<file path="config.mk">
export PLATFORM = sky130hd
export DESIGN_NAME = game_engine_nxn
export DESIGN_NICKNAME = d
export VERILOG_FILES = /design/src/rtl/game_engine_nxn.sv
export SDC_FILE = /design/constraint.sdc
export NUM_CORES = 1
export LEC_CHECK = 0
export BUFFER_PORTS_ARGS = -buffer_cell sky130_fd_sc_hd__buf_2
export CORE_AREA = 2 2 65 61
export CTS_BUF_LIST = sky130_fd_sc_hd__clkbuf_8
export DETAILED_ROUTE_END_ITERATION = 6
export DIE_AREA = 0 0 67 63
export PLACE_DENSITY = 0.7
export SLEW_MARGIN = 20
export SYNTH_ARGS = -nofsm -noshare
export SYNTH_HDL_FRONTEND = slang
export SYNTH_SLANG_ARGS = --single-unit
</file>
<file path="constraint.sdc">
create_clock -name clk -period 5.9 [get_ports clk]
set_input_delay 0.59 -clock clk [delete_from_list [all_inputs] [get_ports clk]]
set_output_delay 0.59 -clock clk [all_outputs]
set_load 0.05 [all_outputs]
</file>
<file path="src/rtl/game_engine_nxn.sv">
// rtl/game_engine_nxn.sv - N x N tic-tac-toe match engine with scoring, result hold and match end
module game_engine_nxn #(
    parameter  int N           = 3,
    parameter  int WIN_SCORE   = 2,
    parameter  int HOLD_CYCLES = 4,
    localparam int NN          = N * N,
    localparam int SW          = $clog2(WIN_SCORE + 1)
) (
    input  logic          clk,
    input  logic          reset,
    input  logic [NN-1:0] C,
    input  logic          writeEn,
    output logic [NN-1:0] X,
    output logic [NN-1:0] O,
    output logic          turn,
    output logic [SW-1:0] scorex,
    output logic [SW-1:0] scoreo,
    output logic          round_done,
    output logic          draw,
    output logic          illegal,
    output logic          gameOver
);

    localparam int CW = (HOLD_CYCLES > 1) ? $clog2(HOLD_CYCLES) : 1;

    typedef enum logic [1:0] {
        S_PLAY   = 2'd0,
        S_RESULT = 2'd1,
        S_OVER   = 2'd2
    } state_t;

    state_t          state;
    state_t          state_nxt;
    logic            armed;
    logic            first;
    logic [CW-1:0]   cnt;

    // kind: 0 = row k, 1 = column k, 2 = main diagonal, 3 = anti-diagonal
    function automatic logic [NN-1:0] line_mask(input int kind, input int k);
        logic [NN-1:0] m;
        m = '0;
        for (int t = 0; t < N; t++) begin
            case (kind)
                0:       m[k*N + t]         = 1'b1;
                1:       m[t*N + k]         = 1'b1;
                2:       m[t*N + t]         = 1'b1;
                default: m[t*N + N - 1 - t] = 1'b1;
            endcase
        end
        return m;
    endfunction

    logic [N-1:0] x_row, x_col, o_row, o_col;
    logic [1:0]   x_diag, o_diag;

    genvar gi;
    generate
        for (gi = 0; gi < N; gi++) begin : g_line
            localparam logic [NN-1:0] ROW_M = line_mask(0, gi);
            localparam logic [NN-1:0] COL_M = line_mask(1, gi);
            assign x_row[gi] = ((X & ROW_M) == ROW_M);
            assign x_col[gi] = ((X & COL_M) == COL_M);
            assign o_row[gi] = ((O & ROW_M) == ROW_M);
            assign o_col[gi] = ((O & COL_M) == COL_M);
        end
        for (gi = 0; gi < 2; gi++) begin : g_diag
            localparam logic [NN-1:0] DIAG_M = line_mask(2 + gi, 0);
            assign x_diag[gi] = ((X & DIAG_M) == DIAG_M);
            assign o_diag[gi] = ((O & DIAG_M) == DIAG_M);
        end
    endgenerate

    logic x_win, o_win, full, one_hot, legal, hold_done, x_final, o_final;

    assign x_win     = |{x_row, x_col, x_diag};
    assign o_win     = |{o_row, o_col, o_diag};
    assign full      = &(X | O);
    assign one_hot   = (C != '0) && ((C & (C - NN'(1))) == '0);
    assign legal     = one_hot && ((C & (X | O)) == '0);
    assign hold_done = (cnt == CW'(HOLD_CYCLES - 1));
    assign x_final   = (scorex == SW'(WIN_SCORE - 1));
    assign o_final   = (scoreo == SW'(WIN_SCORE - 1));

    always_ff @(posedge clk) begin
        if (reset) begin
            state <= S_PLAY;
        end else begin
            state <= state_nxt;
        end
    end

    always_comb begin
        state_nxt = state;
        case (state)
            S_PLAY: begin
                if (x_win) begin
                    state_nxt = x_final ? S_OVER : S_RESULT;
                end else if (o_win) begin
                    state_nxt = o_final ? S_OVER : S_RESULT;
                end else if (full) begin
                    state_nxt = S_RESULT;
                end
            end
            S_RESULT: begin
                if (hold_done) begin
                    state_nxt = S_PLAY;
                end
            end
            S_OVER:   state_nxt = S_OVER;
            default:  state_nxt = S_PLAY;
        endcase
    end

    always_comb begin
        round_done = 1'b0;
        gameOver   = 1'b0;
        case (state)
            S_RESULT: round_done = 1'b1;
            S_OVER:   gameOver   = 1'b1;
            default:  ;
        endcase
    end

    // Win/draw checks outrank the move, so a strobe on the detect edge is dropped.
    always_ff @(posedge clk) begin
        if (reset) begin
            X       <= '0;
            O       <= '0;
            turn    <= 1'b0;
            first   <= 1'b0;
            scorex  <= '0;
            scoreo  <= '0;
            draw    <= 1'b0;
            illegal <= 1'b0;
            armed   <= 1'b0;
            cnt     <= '0;
        end else begin
            illegal <= 1'b0;
            case (state)
                S_PLAY: begin
                    armed <= ~writeEn;
                    if (x_win) begin
                        if (scorex != SW'(WIN_SCORE)) begin
                            scorex <= scorex + SW'(1);
                        end
                    end else if (o_win) begin
                        if (scoreo != SW'(WIN_SCORE)) begin
                            scoreo <= scoreo + SW'(1);
                        end
                    end else if (full) begin
                        draw <= 1'b1;
                    end else if (armed && writeEn) begin
                        if (legal) begin
                            if (turn) begin
                                O <= O | C;
                            end else begin
                                X <= X | C;
                            end
                            turn <= ~turn;
                        end else begin
                            illegal <= 1'b1;
                        end
                    end
                end
                S_RESULT: begin
                    if (hold_done) begin
                        X     <= '0;
                        O     <= '0;
                        draw  <= 1'b0;
                        first <= ~first;
                        turn  <= ~first;
                        armed <= 1'b0;
                        cnt   <= '0;
                    end else begin
                        cnt <= cnt + CW'(1);
                    end
                end
                default: ;
            endcase
        end
    end

endmodule

</file>
==> results <==
- The flow ran to the end, and the final reports show no timing, DRC or antenna violations.
- For this design the static power due to leakage is between 0.7 and 0.8 nW.
- Ranked by instance count, the synthesized netlist is headed by sky130_fd_sc_hd__dfxtp_1, sky130_fd_sc_hd__nand2_1, sky130_fd_sc_hd__o21ai_0, sky130_fd_sc_hd__nor3_1, sky130_fd_sc_hd__nor2_1.
- The number of top-level pins is 39.
- The post-route netlist has between 20 and 25% of its cells at a drive strength greater than 1.
- The part of the cycle the worst path needs is between 40% and 50%.
- The share of total power in the clock network is between 40% and 50%.
- Including well taps, the total number of placed cells is ~280.
- The congestion estimate from routability-driven global placement came to 0.891.
- The footprint of the flip-flops and latches is ~620 sq um.
- The total track usage is around 22%.
- Yosys printed 0 warnings.
- The slew at the pin closest to its max-slew limit is between 900 and 1000 ps.
- The highest metal layer with signal wires is met4.
- The final number of setup-violating endpoints is 0.
- Counting along the longest clock path gives a buffer depth of 2.
- In this run the worst hold path is classified as flip-flop to flip-flop.
- Counting I/O delays and the setup requirement, the final critical path takes 2730 ps.
- The final instance count without filler cells is 286.
- The critical path is of the flip-flop to flip-flop type.
- The placed wire-length estimate after detailed placement is approximately 3.0 mm.
- Synthesis inferred 31 register bits.
- The unique cell type count in the Yosys netlist is 44.
- The overflow left after global routing is 0.
- The max-slew violation count is 0.
- The first global-routing pass estimated ~7 mm of wire.
- The worst-skew pair later-pin latency is about 280 ps.
- The number of global-route vias before repair is around 1500.
- The number of nets in the synthesized netlist is ~220.
- The post-synthesis async set-or-reset flop share is 0%.
- Measured along the y axis, the die boundary spans around 63 microns.
- The relative slew slack is between 30 and 40%.
- Combinational logic burns about 5.8% of the power.
- Dividing total power by cell area gives a power density of between 150 and 200 nW/um^2.
- On the final layout, the worst clock skew is 6.28 ps.
- The filler cells instantiated in the layout total roughly 350.
- The cell row count is 21.
- The total number of nets in the final design is around 260.
- Input and output buffers added on the ports amount to 38.
- IR analysis of the VDD net gives a maximum drop of roughly 0.12 mV.
- In this run the biggest area consumer among cell types represents 36.7% of the synthesized area.
- The via count is around 1700.
- The wire length the detailed router placed on met1 is between 1.5 and 2 mm.
- The dominant cell by count in the synthesized netlist is sky130_fd_sc_hd__dfxtp_1.
- The total number of clock tree sinks is 31.
- The starting density of the core is between 40% and 50%.
- The most instantiated flip-flop cell in the synthesis netlist is sky130_fd_sc_hd__dfxtp_1.
- The cell sitting at the root of the clock tree is a sky130_fd_sc_hd__clkbuf_8.
- By area the synthesized netlist is led by sky130_fd_sc_hd__dfxtp_1, sky130_fd_sc_hd__mux2i_1, sky130_fd_sc_hd__o21ai_0, sky130_fd_sc_hd__nor3_1, sky130_fd_sc_hd__nand2_1.
- The clock tree synthesis step divided the H-tree into 2 levels.
- The post-synthesis area per instance is ~8.4 sq um.
- The element type at the critical path end is a flip-flop.
- STA puts the critical path data required time at 6110 ps.
- Dividing the detail-routed via count by the number of cells gives around 5.8.
- Along the worst path, the maximum fanout reaches 12.
- The highest clock rate is 366 MHz.
- The post-synthesis to final-layout area growth is 18.3%.
- Setup repair after global routing left no endpoint under its margin.
- The sum of routed wire length over all layers is around 4.2 mm.
- The floorplan step defined a die boundary enclosing between 4000 and 5000 sq um.
- Once the clock tree was built, the setup fixing pass inserted 0 buffers.
- The detailed route wirelength on metal2 is around 1.9 mm.
- The count of final hold-check violations came to 0.
- The floorplan step defined a core boundary enclosing approximately 3600 sq um.
- The cts-stage hold buffer count is 0.
- The first detailed-routing pass took 4 iterations.
- The average detailed-routed wire length per instance is between 10 and 15 microns.
- The combined area of the multi-input logic cells is between 1000 and 1500 sq um.
- The total negative slack for setup checks is 0 ps.
- The post-detailed-route count of antenna-violating nets is 0.
- The cell count after synthesis came out at 201.
- The worst setup path is launched from a flip-flop.
- The antenna diode count is 0.
- Summed over all nets, the switching power comes to 0.0900 mW.
- Yosys mapped a number of flops with a built-in enable equal to 0.
- The clock slew at the register clock pins of the worst setup and hold paths is about 60 ps.
- The cell-internal power is ~0.31 mW.
- The largest net degree at the start of global routing is 24.
- The cell area that synthesis handed to floorplanning was ~1700 sq um.
- The cell taking the most area after synthesis is sky130_fd_sc_hd__dfxtp_1.
- The initial antenna violation count is 0.
- For this run, the register share of the synthesized area comes to 36.7%.
- The number of design-rule violations left by the first detailed-router iteration is between 90 and 100.
- TritonCTS built the clock tree.
- The sequential power share is 52.7%.
- Buffers inserted during clock tree synthesis total 5.
- The routed wire length on met3 is ~320 microns.
- The width of the die is around 67 microns.
- The number of maximum-capacitance constraint violations is 0.
- The post-cts gate resize count is 0.
- In the routed design, unresolved DRC markers number 0.
- The critical path data arrival time is 2940 ps.
- Net switching is a little under a quarter of the power.
power by group through the flow:
stage / registers (mW) / clock network [mW] / logic [mW]
after floorplan: 0.216 / 0 / 0.0115
after global placement: 0.215 / 0 / 0.0228
after detailed placement: 0.215 / 0 / 0.0228
after CTS: 0.210 / 0.170 / 0.0229
after global routing: 0.210 / 0.180 / 0.0258
final: 0.210 / 0.166 / 0.0232
worst paths after layout:
kind                            startpoint  endpoint  slack [ps]  depth (start not counted)
worst max register to register        O[2]      X[6]        3170                          6
worst max-delay path                  O[2]      X[6]        3170                          6
worst min-delay path                 first     first         470                          2
worst min register to register       first     first         470                          2
metrics by stage:
step | hold slack (ps) | total power, mW | utilization, % | setup slack [ps] | cell area, sq um
2_1_floorplan | 432 | 0.227 | - | 3780 | 1690
3_3_place_gp | 441 | 0.238 | 53.6 | 3220 | 1920
3_5_place_dp | 451 | 0.238 | 53.6 | 3180 | 1920
4_1_cts | 460 | 0.403 | 56.1 | 3150 | 2000
5_1_grt | 492 | 0.416 | 56.1 | 3000 | 2000
6_report | 465 | 0.399 | 56.1 | 3170 | 2000
area by class of cell:
class                           count  share of cell area, %
Sequential cell                    31                   31.0
Inverter                            4                  0.750
Tap cell                           46                   2.87
Clock buffer                        6                   4.12
Clock inverter                      1                  0.250
Timing Repair Buffer               39                   9.87
Multi-Input combinational cell    159                   51.2
registers in the layout (all words and copies together) (netlist names):
signal   count
O            9
X            9
cnt          2
scoreo       2
scorex       2
state        2
armed        1
draw         1
first        1
illegal      1
turn         1
cells in the final DEF, fill, tap and decap left out, types with 4 or more instances in the layout:
cell type,instances
sky130_fd_sc_hd__clkbuf_8,6
sky130_fd_sc_hd__buf_2,38
sky130_fd_sc_hd__inv_1,4
sky130_fd_sc_hd__o21a_1,9
sky130_fd_sc_hd__dfxtp_1,31
sky130_fd_sc_hd__o22ai_1,4
sky130_fd_sc_hd__nand2b_1,10
sky130_fd_sc_hd__a21oi_1,6
sky130_fd_sc_hd__a22o_1,6
sky130_fd_sc_hd__ha_1,5
sky130_fd_sc_hd__nand3_1,9
sky130_fd_sc_hd__nor2b_1,6
sky130_fd_sc_hd__nor3_1,15
sky130_fd_sc_hd__nor2_1,13
sky130_fd_sc_hd__o21ai_0,17
sky130_fd_sc_hd__nand2_1,19
sky130_fd_sc_hd__mux2i_1,10
logic make-up (layout without fill, tap and decap cells):
| kind of cell | Yosys count | count (layout) | synth area share [%] |
|---|---|---|---|
| AND/OR/NAND/NOR | 83 | 83 | 25.7 |
| buffers and inverters | 11 | 50 | 2.81 |
| adder cells (fa/ha/maj) | 5 | 5 | 3.70 |
| AO/OA/AOI/OAI | 57 | 57 | 23.0 |
| XOR/XNOR | 3 | 3 | 1.55 |
| multiplexers | 11 | 11 | 6.58 |
| flip-flops | 31 | 31 | 36.7 |
critical path, cell delays in order (launching register included):
cell,delay [ps]
sky130_fd_sc_hd__dfxtp_1,370
sky130_fd_sc_hd__a22o_1,250
sky130_fd_sc_hd__a22oi_1,180
sky130_fd_sc_hd__nand4_1,280
sky130_fd_sc_hd__o31a_1,530
sky130_fd_sc_hd__a211oi_2,800
sky130_fd_sc_hd__mux2i_1,260
per-layer routing:
layer  track usage, %  vias to the layer above
li1                 -                      816
met1             30.0                      765
met2             31.9                       65
met3             7.57                        5
met4             6.63                        0
met5                0                        -
Power figures use the tool's default switching activity.
